[config.mk]
export PLATFORM = sky130hd
export DESIGN_NAME = des_decrypt_iter_flat
export DESIGN_NICKNAME = d
export VERILOG_FILES = /design/src/rtl/des_pkg.sv /design/src/rtl/des_decrypt_iter_if.sv /design/src/rtl/des_f.sv /design/src/rtl/des_decrypt_iter.sv /design/src/flat_wrapper.sv
export SDC_FILE = /design/constraint.sdc
export NUM_CORES = 1
export LEC_CHECK = 0
export ABC_CLOCK_PERIOD_IN_PS = 4110
export CORE_MARGIN = 5
export CORE_UTILIZATION = 43
export DETAILED_ROUTE_END_ITERATION = 12
export DONT_BUFFER_PORTS = 1
export MAX_ROUTING_LAYER = met4
export PLACE_DENSITY = 0.63
export REMOVE_ABC_BUFFERS = 1
export SLEW_MARGIN = 40
export SYNTH_ARGS = -nofsm -noshare
export SYNTH_HDL_FRONTEND = slang
export SYNTH_HIERARCHICAL = 1
export SYNTH_SLANG_ARGS = --single-unit
[constraint.sdc]
create_clock -name clk -period 4.11 [get_ports clk]
set_clock_uncertainty 0.2 [all_clocks]
set_input_delay 0.822 -clock clk [delete_from_list [all_inputs] [get_ports clk]]
set_output_delay 0.822 -clock clk [all_outputs]
set_load 0.02 [all_outputs]
[src/rtl/des_pkg.sv]
// Shared DES definitions: widths, permutation tables, S-box contents and the
// reverse key-rotation schedule used by the iterative decrypt core.
package des_pkg;

    localparam int BLOCK_W  = 64;
    localparam int HALF_W   = 32;
    localparam int KEY_W    = 56;
    localparam int SUBKEY_W = 48;

    typedef enum logic {IDLE, RUN} state_t;

    // All tables use DES numbering: entry j gives the 1-based input bit (MSB = bit 1).
    localparam int unsigned IP_T [64] = '{
        58, 50, 42, 34, 26, 18, 10,  2, 60, 52, 44, 36, 28, 20, 12,  4,
        62, 54, 46, 38, 30, 22, 14,  6, 64, 56, 48, 40, 32, 24, 16,  8,
        57, 49, 41, 33, 25, 17,  9,  1, 59, 51, 43, 35, 27, 19, 11,  3,
        61, 53, 45, 37, 29, 21, 13,  5, 63, 55, 47, 39, 31, 23, 15,  7};

    localparam int unsigned FP_T [64] = '{
        40,  8, 48, 16, 56, 24, 64, 32, 39,  7, 47, 15, 55, 23, 63, 31,
        38,  6, 46, 14, 54, 22, 62, 30, 37,  5, 45, 13, 53, 21, 61, 29,
        36,  4, 44, 12, 52, 20, 60, 28, 35,  3, 43, 11, 51, 19, 59, 27,
        34,  2, 42, 10, 50, 18, 58, 26, 33,  1, 41,  9, 49, 17, 57, 25};

    localparam int unsigned E_T [48] = '{
        32,  1,  2,  3,  4,  5,  4,  5,  6,  7,  8,  9,
         8,  9, 10, 11, 12, 13, 12, 13, 14, 15, 16, 17,
        16, 17, 18, 19, 20, 21, 20, 21, 22, 23, 24, 25,
        24, 25, 26, 27, 28, 29, 28, 29, 30, 31, 32,  1};

    localparam int unsigned P_T [32] = '{
        16,  7, 20, 21, 29, 12, 28, 17,  1, 15, 23, 26,  5, 18, 31, 10,
         2,  8, 24, 14, 32, 27,  3,  9, 19, 13, 30,  6, 22, 11,  4, 25};

    localparam int unsigned PC1_T [56] = '{
        57, 49, 41, 33, 25, 17,  9,  1, 58, 50, 42, 34, 26, 18,
        10,  2, 59, 51, 43, 35, 27, 19, 11,  3, 60, 52, 44, 36,
        63, 55, 47, 39, 31, 23, 15,  7, 62, 54, 46, 38, 30, 22,
        14,  6, 61, 53, 45, 37, 29, 21, 13,  5, 28, 20, 12,  4};

    localparam int unsigned PC2_T [48] = '{
        14, 17, 11, 24,  1,  5,  3, 28, 15,  6, 21, 10,
        23, 19, 12,  4, 26,  8, 16,  7, 27, 20, 13,  2,
        41, 52, 31, 37, 47, 55, 30, 40, 51, 45, 33, 48,
        44, 49, 39, 56, 34, 53, 46, 42, 50, 36, 29, 32};

    // Right-rotation applied after round n is RS[n+1]; entries 0 and 1 are unused.
    localparam logic [1:0] RS [17] = '{
        2'd0, 2'd0, 2'd1, 2'd2, 2'd2, 2'd2, 2'd2, 2'd2, 2'd2,
        2'd1, 2'd2, 2'd2, 2'd2, 2'd2, 2'd2, 2'd2, 2'd1};

    // Each S-box packed row-major, entry (row*16+col) at nibble index from the MSB.
    localparam logic [255:0] SBOX [8] = '{
        256'hE4D12FB83A6C5907_0F74E2D1A6CB9538_41E8D62BFC973A50_FC8249175B3EA06D,
        256'hF18E6B34972DC05A_3D47F28EC01A69B5_0E7BA4D158C6932F_D8A13F42B67C05E9,
        256'hA09E63F51DC7B428_D709346A285ECBF1_D6498F30B12C5AE7_1AD069874FE3B52C,
        256'h7DE3069A1285BC4F_D8B56F03472C1AE9_A690CB7DF13E5284_3F06A1D8945BC72E,
        256'h2C417AB6853FD0E9_EB2C47D150FA3986_421BAD78F9C5630E_B8C71E2D6F09A453,
        256'hC1AF92680D34E75B_AF427C9561DE0B38_9EF528C3704A1DB6_432C95FABE17608D,
        256'h4B2EF08D3C975A61_D0B7491AE35C2F86_14BDC37EAF680592_6BD814A7950FE23C,
        256'hD2846FB1A93E50C7_1FD8A374C56B0E92_7B419CE206ADF358_21E74A8DFC90356B};

    function automatic logic [BLOCK_W-1:0] perm_ip(input logic [BLOCK_W-1:0] x);
        logic [BLOCK_W-1:0] y;
        y = '0;
        for (int j = 0; j < 64; j++) y[6'(63 - j)] = x[6'(64 - IP_T[j])];
        return y;
    endfunction

    function automatic logic [BLOCK_W-1:0] perm_fp(input logic [BLOCK_W-1:0] x);
        logic [BLOCK_W-1:0] y;
        y = '0;
        for (int j = 0; j < 64; j++) y[6'(63 - j)] = x[6'(64 - FP_T[j])];
        return y;
    endfunction

    function automatic logic [SUBKEY_W-1:0] perm_e(input logic [HALF_W-1:0] x);
        logic [SUBKEY_W-1:0] y;
        y = '0;
        for (int j = 0; j < 48; j++) y[6'(47 - j)] = x[5'(32 - E_T[j])];
        return y;
    endfunction

    function automatic logic [HALF_W-1:0] perm_p(input logic [HALF_W-1:0] x);
        logic [HALF_W-1:0] y;
        y = '0;
        for (int j = 0; j < 32; j++) y[5'(31 - j)] = x[5'(32 - P_T[j])];
        return y;
    endfunction

    function automatic logic [KEY_W-1:0] perm_pc1(input logic [BLOCK_W-1:0] x);
        logic [KEY_W-1:0] y;
        y = '0;
        for (int j = 0; j < 56; j++) y[6'(55 - j)] = x[6'(64 - PC1_T[j])];
        return y;
    endfunction

    function automatic logic [SUBKEY_W-1:0] perm_pc2(input logic [KEY_W-1:0] x);
        logic [SUBKEY_W-1:0] y;
        y = '0;
        for (int j = 0; j < 48; j++) y[6'(47 - j)] = x[6'(56 - PC2_T[j])];
        return y;
    endfunction

    function automatic logic [27:0] rotr28(input logic [27:0] x, input logic [1:0] n);
        logic [27:0] y;
        case (n)
            2'd1:    y = {x[0], x[27:1]};
            2'd2:    y = {x[1:0], x[27:2]};
            default: y = x;
        endcase
        return y;
    endfunction

    function automatic logic key_parity_err(input logic [BLOCK_W-1:0] k);
        logic err;
        err = 1'b0;
        for (int b = 0; b < 8; b++) if (~^k[6'(8 * b) +: 8]) err = 1'b1;
        return err;
    endfunction

    function automatic logic [3:0] sbox_lookup(input logic [2:0] idx, input logic [5:0] bin);
        logic [5:0] entry;
        logic [7:0] msb;
        entry = {bin[5], bin[0], bin[4:1]};
        msb   = 8'd255 - {entry, 2'b00};
        return SBOX[idx][msb -: 4];
    endfunction

endpackage

[src/rtl/des_decrypt_iter_if.sv]
// Request/response bundle between the block-cipher control logic and the decrypt core.
interface des_decrypt_iter_if;
    import des_pkg::*;

    logic               start;
    logic [BLOCK_W-1:0] din;
    logic [BLOCK_W-1:0] key;
    logic               busy;
    logic               done;
    logic [BLOCK_W-1:0] dout;
    logic               key_err;

    modport master (output start, din, key, input busy, done, dout, key_err);
    modport slave  (input start, din, key, output busy, done, dout, key_err);
endinterface

[src/rtl/des_f.sv]
// DES round function f(R,K): expansion, key mix, S-box substitution and P.
// Purely combinational; shared by the encrypt and decrypt datapaths.
module des_f
    import des_pkg::*;
(
    input  logic [HALF_W-1:0]   r,
    input  logic [SUBKEY_W-1:0] k,
    output logic [HALF_W-1:0]   fout
);
    logic [SUBKEY_W-1:0] x;
    logic [HALF_W-1:0]   s;

    assign x = perm_e(r) ^ k;

    // Group 1 is the most significant six bits.
    sbox1 u_s1 (.bin(x[47:42]), .bsout(s[31:28]));
    sbox2 u_s2 (.bin(x[41:36]), .bsout(s[27:24]));
    sbox3 u_s3 (.bin(x[35:30]), .bsout(s[23:20]));
    sbox4 u_s4 (.bin(x[29:24]), .bsout(s[19:16]));
    sbox5 u_s5 (.bin(x[23:18]), .bsout(s[15:12]));
    sbox6 u_s6 (.bin(x[17:12]), .bsout(s[11:8]));
    sbox7 u_s7 (.bin(x[11:6]),  .bsout(s[7:4]));
    sbox8 u_s8 (.bin(x[5:0]),   .bsout(s[3:0]));

    assign fout = perm_p(s);
endmodule

module sbox1 (input logic [5:0] bin, output logic [3:0] bsout);
    assign bsout = des_pkg::sbox_lookup(3'd0, bin);
endmodule

module sbox2 (input logic [5:0] bin, output logic [3:0] bsout);
    assign bsout = des_pkg::sbox_lookup(3'd1, bin);
endmodule

module sbox3 (input logic [5:0] bin, output logic [3:0] bsout);
    assign bsout = des_pkg::sbox_lookup(3'd2, bin);
endmodule

module sbox4 (input logic [5:0] bin, output logic [3:0] bsout);
    assign bsout = des_pkg::sbox_lookup(3'd3, bin);
endmodule

module sbox5 (input logic [5:0] bin, output logic [3:0] bsout);
    assign bsout = des_pkg::sbox_lookup(3'd4, bin);
endmodule

module sbox6 (input logic [5:0] bin, output logic [3:0] bsout);
    assign bsout = des_pkg::sbox_lookup(3'd5, bin);
endmodule

module sbox7 (input logic [5:0] bin, output logic [3:0] bsout);
    assign bsout = des_pkg::sbox_lookup(3'd6, bin);
endmodule

module sbox8 (input logic [5:0] bin, output logic [3:0] bsout);
    assign bsout = des_pkg::sbox_lookup(3'd7, bin);
endmodule

[src/rtl/des_decrypt_iter.sv]
// Iterative DES decryption: one Feistel round per clock, subkeys K16..K1
// generated on the fly by right-rotating C/D.
//   state | meaning
//   IDLE  | waiting for start; dout holds the last plaintext
//   RUN   | rounds 1..16 in progress, round counter = current round
module des_decrypt_iter
    import des_pkg::*;
#(
    parameter bit PARITY_CHECK = 1'b0
) (
    input logic               clk,
    input logic               rst_n,
    des_decrypt_iter_if.slave bus
);
    state_t              state;
    logic [4:0]          round;
    logic [HALF_W-1:0]   l;
    logic [HALF_W-1:0]   r;
    logic [27:0]         c;
    logic [27:0]         d;
    logic                busy;
    logic                done;
    logic                key_err;
    logic [BLOCK_W-1:0]  dout;
    logic [SUBKEY_W-1:0] subkey;
    logic [HALF_W-1:0]   f_out;
    logic [1:0]          shift;

    // C16 equals C0, so round 1 uses the PC1 output directly.
    assign subkey = perm_pc2({c, d});
    assign shift  = (round < 5'd16) ? RS[round + 5'd1] : 2'd0;

    des_f u_f (
        .r    (r),
        .k    (subkey),
        .fout (f_out)
    );

    always_ff @(posedge clk) begin
        if (!rst_n) begin
            state   <= IDLE;
            round   <= '0;
            l       <= '0;
            r       <= '0;
            c       <= '0;
            d       <= '0;
            busy    <= 1'b0;
            done    <= 1'b0;
            key_err <= 1'b0;
            dout    <= '0;
        end else begin
            done <= 1'b0;
            case (state)
                IDLE: begin
                    if (bus.start) begin
                        {l, r}  <= perm_ip(bus.din);
                        {c, d}  <= perm_pc1(bus.key);
                        round   <= 5'd1;
                        busy    <= 1'b1;
                        key_err <= PARITY_CHECK && key_parity_err(bus.key);
                        state   <= RUN;
                    end
                end
                RUN: begin
                    l <= r;
                    r <= l ^ f_out;
                    c <= rotr28(c, shift);
                    d <= rotr28(d, shift);
                    if (round == 5'd16) begin
                        // Final swap: output is FP(R16 || L16).
                        dout  <= perm_fp({l ^ f_out, r});
                        done  <= 1'b1;
                        busy  <= 1'b0;
                        round <= '0;
                        state <= IDLE;
                    end else begin
                        round <= round + 5'd1;
                    end
                end
                default: state <= IDLE;
            endcase
        end
    end

    assign bus.busy    = busy;
    assign bus.done    = done;
    assign bus.dout    = dout;
    assign bus.key_err = key_err;
endmodule
[src/flat_wrapper.sv]
// flat-port wrapper written by rule: the top's interface ports become plain ports
module des_decrypt_iter_flat import des_pkg::*;
#(
    parameter bit PARITY_CHECK = 1'b0
)
  (clk, rst_n, bus_start, bus_din, bus_key, bus_busy, bus_done, bus_dout, bus_key_err);
  des_decrypt_iter_if bus_i ();
  input logic clk;
  input logic rst_n;
  input wire logic [$bits(bus_i.start)-1:0] bus_start;
  input wire logic [$bits(bus_i.din)-1:0] bus_din;
  input wire logic [$bits(bus_i.key)-1:0] bus_key;
  output wire logic [$bits(bus_i.busy)-1:0] bus_busy;
  output wire logic [$bits(bus_i.done)-1:0] bus_done;
  output wire logic [$bits(bus_i.dout)-1:0] bus_dout;
  output wire logic [$bits(bus_i.key_err)-1:0] bus_key_err;
  assign bus_i.start = bus_start;
  assign bus_i.din = bus_din;
  assign bus_i.key = bus_key;
  assign bus_busy = bus_i.busy;
  assign bus_done = bus_i.done;
  assign bus_dout = bus_i.dout;
  assign bus_key_err = bus_i.key_err;
  des_decrypt_iter #(.PARITY_CHECK(PARITY_CHECK)) u_core (.clk(clk), .rst_n(rst_n), .bus(bus_i));
endmodule
Yosys cells after proc, flatten, opt, wreduce, memory -nomap -nowiden:

Memory sizes are Yosys's and may differ from the RTL's.
Cells that the tools add are included.

* register bits after elaboration: 160
* latch bits: 0
* bits in writable memories: 0
* bits in read-only memories: 64
* output and inout port bits: 67
* memories: 1

Memory list
* (name not given): words 32, bits a word 2, read ports 1, clocked after Yosys merged registers in 0, wr ports 0, line des_decrypt_iter.sv:31 `assign shift = (round < 5'd16) ? RS[round + 5'd1] : 2'd0;`

* add/subtract/negate cells: 9
* $mul: 0
* div/mod/pow operators: 0
* order comparisons: 2
* equal/unequal tests: 6
* shift operators: 8
* muxes and demuxes: 23
* bitwise gates (word level): 4
* reductions and logical operators: 4

Operators with widths (count)
* indexed part select 259 x 9 -> 3 bit (first input constant): 4
* indexed part select 259 x 9 -> 4 bit (first input constant): 3
* indexed part select 259 x 9 -> 2 bit (first input constant): 1
* one-hot mux 28 bit (2 select lines): 4
* one-hot mux 32 bit (2 select lines): 2
* 2-to-1 mux 32 bit: 2
* 2-to-1 mux 28 bit: 2
* subtractor 8 bit (first input constant): 6
* bitwise XOR 32 x 16 -> 32 bit: 1
* bitwise XOR 32 bit: 1
* subtractor 8 bit (both inputs constant): 2
* 2-to-1 mux 5 bit: 2
* one-hot mux 5 bit (2 select lines): 1
* AND reduction 2 bit: 4
* greater-or-equal comparator 6 bit (second input constant): 1
* 2-to-1 mux 2 bit: 3
* NOT 5 -> 6 bit: 1
* adder 5 x 1 -> 5 bit (second input constant): 1
* equality test 5 bit (second input constant): 1
* < comparator 5 bit (second input constant): 1
* 2-to-1 mux 1 bit: 5
* inequality test 2 bit (second input constant): 2
* one-hot mux 1 bit (2 select lines): 2
* inequality test 3 bit (second input constant): 1
* 3 further kinds: 3

Logic depth before layout (Yosys ltp):

Gate-level depths: netlist of the first run.

* word-level depth: 9
* mapped depth: 12
* mapped depth without buffers: 10

Hierarchy:

The synthesis of the first run kept the hierarchy.

By module, submodules not included
* des_decrypt_iter: times used 1, cells each 968, area each 7822.5 um^2, sequential area each 3203.1 um^2
* sbox6: times used 1, cells each 107, area each 750.7 um^2, sequential area each 0.0 um^2
* sbox1: times used 1, cells each 90, area each 713.2 um^2, sequential area each 0.0 um^2
* sbox5: times used 1, cells each 84, area each 693.2 um^2, sequential area each 0.0 um^2
* sbox8: times used 1, cells each 94, area each 668.1 um^2, sequential area each 0.0 um^2
* sbox3: times used 1, cells each 81, area each 616.8 um^2, sequential area each 0.0 um^2
* sbox7: times used 1, cells each 83, area each 609.3 um^2, sequential area each 0.0 um^2
* sbox2: times used 1, cells each 84, area each 589.3 um^2, sequential area each 0.0 um^2
* sbox4: times used 1, cells each 73, area each 580.6 um^2, sequential area each 0.0 um^2
* des_f: times used 1, cells each 49, area each 404.1 um^2, sequential area each 0.0 um^2

Least setup slack after synthesis of the first run:

No wires, ideal clock.

* path kind: register -> register
* start: register u_core.d[27]
* end: register u_core.r[11]
* arrival: 2.929 ns
* path slack: 0.866 ns
* stages on the path, launching flop included: 11
* clock period less this slack: 3.244 ns
* cells stage by stage: dfxtp_1 -> xor2_1 -> inv_1 -> ha_1 -> buf_2 -> mux2_4 -> mux4_2 -> a211o_1 -> xnor2_1 -> nand2_1 -> and3_1

* cells in the longest elaborated chain, start to end: 5

RTL lines
* from (decl): line des_decrypt_iter.sv:20 `logic [27:0] d;`
* from (signal assigned): line des_decrypt_iter.sv:57 `{c, d} <= perm_pc1(bus.key);`
* from (signal assigned): line des_decrypt_iter.sv:68 `d <= rotr28(d, shift);`
* bitwise XOR 32 bit: line des_f.sv:13 `assign x = perm_e(r) ^ k;`
* via u_core.u_f.x[1]: line des_f.sv:10 `logic [SUBKEY_W-1:0] x;`
* subtractor 8 bit: line des_pkg.sv:126 `msb = 8'd255 - {entry, 2'b00};`
* indexed part select 259 x 9 -> 3 bit: line des_pkg.sv:127 `return SBOX[idx][msb -: 4];`
* via u_core.f_out[11]: line des_decrypt_iter.sv:26 `logic [HALF_W-1:0] f_out;`
* bitwise XOR 32 x 16 -> 32 bit: line des_decrypt_iter.sv:66 `r <= l ^ f_out;`
* one-hot mux 32 bit (2 select lines): line des_decrypt_iter.sv:53 `case (state)`
* to (signal assigned): line des_decrypt_iter.sv:56 `{l, r} <= perm_ip(bus.din);`
* to (signal assigned): line des_decrypt_iter.sv:66
* to (decl): line des_decrypt_iter.sv:18 `logic [HALF_W-1:0] r;`

The timed path passes the listed nets, and every way through them passes these cells.
A chain may end at the register's enable or synchronous reset.

Worst setup path in the final report of the first run:

* start: register u_core.r[1]
* end: register u_core.r[11]

* cells in the longest elaborated chain, start to end: 5

RTL lines (line)
* bitwise XOR 32 bit: des_f.sv:13
* via u_core.u_f.x[2]: des_f.sv:10
* subtractor 8 bit: des_pkg.sv:126
* indexed part select 259 x 9 -> 3 bit: des_pkg.sv:127
* via u_core.f_out[11]: des_decrypt_iter.sv:26
* bitwise XOR 32 x 16 -> 32 bit: des_decrypt_iter.sv:66
* one-hot mux 32 bit (2 select lines): des_decrypt_iter.sv:53

The timed path passes the listed nets, and every way through them passes these cells.

==> results of run 1 <==
==> power by group through the flow <==
| stage | clock network, mW | registers [mW] | logic [mW] |
|---|---|---|---|
| global placement | 0 | 1.70 | 1.28 |
| detailed placement | 0 | 1.71 | 1.30 |
| finish | 1.63 | 1.67 | 1.33 |
| global route | 1.73 | 1.68 | 1.49 |
| CTS | 1.66 | 1.67 | 1.31 |
| floorplan | 0 | 1.67 | 1.04 |
==> sequential cells by signal, summed over array words and instances, names as in the netlist <==
signal	cells
u_core/l	28
u_core/state	1
u_core/r	28
u_core/d	28
u_core/c	28
u_core/bus.done	1
u_core/bus.dout	32
u_core/round	5
u_core/bus.busy	1
==> final timing paths <==
check | start | endpoint | slack, ns | depth (start not counted)
worst max register to register | u_core/r[1] | u_core/r[11] | 0.81 | 9
worst max-delay path | u_core/r[1] | u_core/r[11] | 0.81 | 9
worst min register to register | u_core/d[2] | u_core/d[2] | 0.27 | 1
worst min-delay path | u_core/d[2] | u_core/d[2] | 0.27 | 1
==> cell usage in the layout, fill, tap and decap left out, types with 3 or more instances in the layout <==
| cell type | n |
|---|---|
| a2111oi_0 | 3 |
| a211o_1 | 5 |
| a211oi_1 | 84 |
| a21o_1 | 4 |
| a21oi_1 | 98 |
| a221o_1 | 3 |
| a311oi_1 | 6 |
| a31oi_1 | 27 |
| a32o_1 | 33 |
| and2_1 | 5 |
| and3_1 | 29 |
| buf_4 | 22 |
| clkbuf_16 | 17 |
| conb_1 | 94 |
| dfxtp_1 | 151 |
| ha_1 | 54 |
| inv_1 | 41 |
| inv_2 | 3 |
| inv_6 | 5 |
| mux2_2 | 3 |
| mux2i_1 | 39 |
| mux4_2 | 9 |
| nand2_1 | 148 |
| nand2b_1 | 18 |
| nand3_1 | 36 |
| nand3b_1 | 6 |
| nor2_1 | 148 |
| nor2b_1 | 13 |
| nor3_1 | 11 |
| nor3_2 | 3 |
| nor3b_1 | 31 |
| nor4_1 | 3 |
| o211ai_1 | 5 |
| o21ai_0 | 40 |
| o21ai_1 | 3 |
| o31ai_1 | 5 |
| or2_2 | 5 |
| or3_2 | 3 |
| xnor2_1 | 33 |
| xor2_1 | 34 |
==> area by class of cell <==
class	count	area (µm²)	share of cell area [%]
Clock inverter	13	161	1.41
Antenna cell	1	2.50	0.0218
Multi-Input combinational cell	1098	7040	61.4
Inverter	45	169	1.47
Tap cell	330	413	3.60
Sequential cell	152	3050	26.6
Timing Repair Buffer	24	188	1.64
Clock buffer	19	443	3.86
==> worst register-to-register path: stages, from the launching register on <==
cell and delay, ns:
dfxtp_1 0.39, xor2_1 0.58, inv_1 0.21, ha_1 0.40, mux2_4 0.28, mux4_2 0.44, a211o_1 0.31, xnor2_1 0.14
nand2_1 0.06, and3_1 0.19
==> through the flow <==
stage | total power, mW | hold WS (ns) | instance area (µm²)
floorplan | 2.71 | 0.241 | 10200
global placement | 2.98 | 0.252 | 10800
detailed placement | 3.00 | 0.257 | 10800
CTS | 4.64 | 0.274 | 11400
global route | 4.90 | 0.289 | 11500
finish | 4.63 | 0.269 | 11500
==> routing by layer <==
metal / vias to the layer above / global-route usage (%) / share of wire (%)
met2: 243 / 30.8 / 47
li1: 4646 / - / -
met5: - / - / 0
met4: 0 / 5.38 / 1.7
met1: 4436 / 25.1 / 46
met3: 27 / 3.48 / 5.3
==> metrics.txt, run 1 <==
Flop pwr share=36.1%; Final Core Density=45.5%; Syn Inst Count=1408; DR vias/cell=5.56; setup TNS=0 ns; Crit Path Class=reg2reg; # nets final=1523; Boundary Pins=198; Final Slew Violations=0; setup ws final=0.811 ns; CP delay by family, top=XOR/XNOR gates; clock transition at the registers of the reported paths=0.07 ns; core area=0.0252 mm²; # fillers=2521; combinational power share=28.8%; Hold WC Path Type=reg2reg; minimum clock period=3.30 ns; postcts setup bufs=0; Buf+Inv Stages, Crit Path=1; hold buffer count at cts=0; ANT nets after route=0; Netlist Area Pre-Place=0.0110 mm²; drt first-iter violations=799; drt first pass iters=6; worst-path cell chain=xor2_1 -> inv_1 -> ha_1 -> mux2_4 -> mux4_2 -> a211o_1 -> xnor2_1 -> nand2_1 -> and3_1; grt ovf=0; drt total wl=27600 µm; Final Hold Fails=0; clk sinks=152; CP Capture Type=flip-flop; final period utilization=80.3%; H-tree levels=4; first-pass GRT wire length=44900 µm; Lkg Pwr=4.50 nW; Final Non-Filler Cells=1682; initial antenna violation count=1; fmax=0.303 GHz; FP Rows=58; Max FO, Critical Path=7; GRT Total Usage=19.3%; Starting Density=43.8%; Slowest cell on crit path=xor2_1; Worst VDD drop=0.000258 V; DP HPWL=18500 µm; crit path launch type=flip-flop; CP Data Required Time=4.24 ns; YS warnings=6; Sw Pwr=1.57 mW; cts bufs inserted=17; MaxCap Viol Count=0; Worst-Skew Late Latency=0.43 ns; Die Y=170 µm; clk buf depth=2; cts repair resizes=0; CTS tree=done; largest net degree at the start of global routing=88; layout cells sized above 1=6.96%; Tightest Pin Transition=0.789 ns; wire length per cell=16.4 µm; die width=170 µm; Clk network pwr share=35.1%; Data arrival, critical path=3.43 ns; Area Growth Syn to Fin=3.98%; Sw Ratio=33.9%; Mean Syn Cell Area=7.83 µm²; DP Cell Count=1649; Setup violations, final=0; via count=9352; clock root buffer=clkbuf_16; status=finished clean; max_slew headroom=47.3%; PortBufs=0; GP Congestion=0.904; die area=0.0289 mm²; Cell Int Power=3.06 mW; CP peak stage delay=0.58 ns; Remaining DRCs=0; vias in the first global route=8739; dpl ws=0.820 ns; RSZ-0062 raised after global routing=no; PwrDens=404 mW/mm²
Power figures use the tool's default switching activity.
==> inputs of run 2 (changes only) <==
- ABC_CLOCK_PERIOD_IN_PS: 4110 -> 3400
- clock period: 4.11 -> 3.4 ns (I/O delays scaled with it)
==> metrics.txt, run 2 (synthesis results as in run 1) <==
status=finished clean; design area=0.0116 mm² (+0.92%); minimum clock period=3.26 ns (-0.0383 ns); Boundary Pins=198 (unchanged); max reg flops=32 (unchanged); Crit Path Class=reg2reg; DR vias/cell=5.55 (-0.26%); FP Rows=58 (unchanged); hold path startpoint=rst_n; Data arrival, critical path=3.39 ns (-0.04 ns); via count=9383 (+0.33%); clk sinks=152 (unchanged); core area=0.0252 mm² (unchanged); Final Slew Violations=0 (unchanged); wire length per cell=16.7 µm (+2.1%); grt ovf=0 (unchanged); drt total wl=28300 µm (+2.7%); Critical path origin=u_core/r[1]; Final Core Density=45.9% (+0.42 points); final period utilization=95.9% (+16 points); drt first pass iters=5 (-1); postcts setup bufs=0 (unchanged); Reg with most FFs=u_core/bus.dout; MaxCap Viol Count=0 (unchanged); GP Congestion=0.906 (+0.20%); GRT Total Usage=19.7% (+0.40 points); clock root buffer=clkbuf_16; cts repair resizes=0 (unchanged); Tightest Pin Transition=0.823 ns (+0.0334 ns); clock transition at the registers of the reported paths=0.07 ns (about the same); CTS tree=done; largest net degree at the start of global routing=102 (+16%); dpl ws=0.175 ns (-0.645 ns); commonest non-fill, non-tap cell in the layout=dfxtp_1; cts bufs inserted=17 (unchanged); commonest cells after routing, fill and taps aside=dfxtp_1, nor2_1, nand2_1, a21oi_1, conb_1; Area Growth Syn to Fin=4.94%; Max FO, Critical Path=7 (unchanged); Final Power=5.67 mW (+22%); first-pass GRT wire length=45700 µm (+1.7%); Starting Density=43.8% (unchanged); PwrDens=490 mW/mm² (+21%); fmax=0.307 GHz (+1.2%); hold buffer count at cts=0 (unchanged); max_slew headroom=45.0% (-2.2 points); PortBufs=0 (unchanged); drt first-iter violations=876 (+9.6%); Hold WC Path Type=in2reg; DP HPWL=18900 µm (+1.9%); CP Capture Type=flip-flop; placed cell areas=0.0110 mm² (+1.0%); H-tree levels=4 (unchanged); CP Data Required Time=3.53 ns (-0.71 ns); die width=170 µm (unchanged); Worst-Skew Late Latency=0.43 ns (about the same); setup ws final=0.139 ns (-0.672 ns); vias in the first global route=8697 (-0.48%); hold slack final=0.178 ns (-0.0906 ns); initial antenna violation count=2 (+1); crit path launch type=flip-flop; Remaining DRCs=0 (unchanged); Worst VDD drop=0.000270 V (+4.9%); ANT nets after route=0 (unchanged); clk buf depth=2 (unchanged); Setup violations, final=0 (unchanged); die area=0.0289 mm² (unchanged); Lkg Pwr=4.57 nW (+1.5%); Die Y=170 µm (unchanged); RSZ-0062 raised after global routing=no; layout cells sized above 1=7.50% (+0.54 points); Final Hold Fails=0 (unchanged); R2R Path Start=u_core/r[1]; # nets final=1533 (+0.66%)
-- run 2: changes by cell type in the layout (fill, tap and decap cells not counted), sizes merged --
cell      change
clkinv        +1
diode         +1
buf          +10
bufinv        +1
clkinvlp      -1
inv           -2
-- run 2: power breakdown --
part,internal (mW),switching [mW]
registers,1.89,0.121
logic,0.711,0.944
clock network,1.18,0.820
-- run 2: cell type report --
type,count,area (µm²)
multi-input combinational,1098,7030
fill,2547,13600
sequential,152,3050
antenna,2,5.00
timing repair buffer,34,297
clock buffer,19,443
tap,330,413
inverter,45,169
clock inverter,12,165
-- run 2: critical path, stage by stage (launching register included) --
cell and delay [ns]:
dfxtp_1 0.37, xor2_1 0.55, inv_1 0.20, ha_1 0.40, mux2_4 0.29, mux4_2 0.45
a211o_1 0.31, xnor2_1 0.14, nand2_1 0.06, and3_1 0.19
-- run 2: metrics by stage --
| step | setup TNS [ns] | instances |
|---|---|---|
| 3_5_place_dp | 0 | 1659 |
| 3_3_place_gp | 0 | 1659 |
| 6_report | 0 | 1692 |
| 2_1_floorplan | -218.75 | 1295 |
| 5_1_grt | 0 | 1692 |
| 4_1_cts | 0 | 1690 |
-- run 2: path summary, 6_finish.rpt --
path                            depth (start not counted)         endpoint  slack [ns]
worst max-delay path                                    9     u_core/r[11]        0.14
worst min-delay path                                    2  u_core/round[4]        0.18
worst max register to register                          9     u_core/r[11]        0.14
worst min register to register                          1     u_core/d[18]        0.27
-- run 2: routing by layer --
layer	part of all wire [%]	up-vias	track usage (%)
li1	-	4666	-
met1	46	4463	26.3
met2	48	236	31.0
met3	4.8	18	3.14
met4	1.1	0	5.35
met5	0	-	-
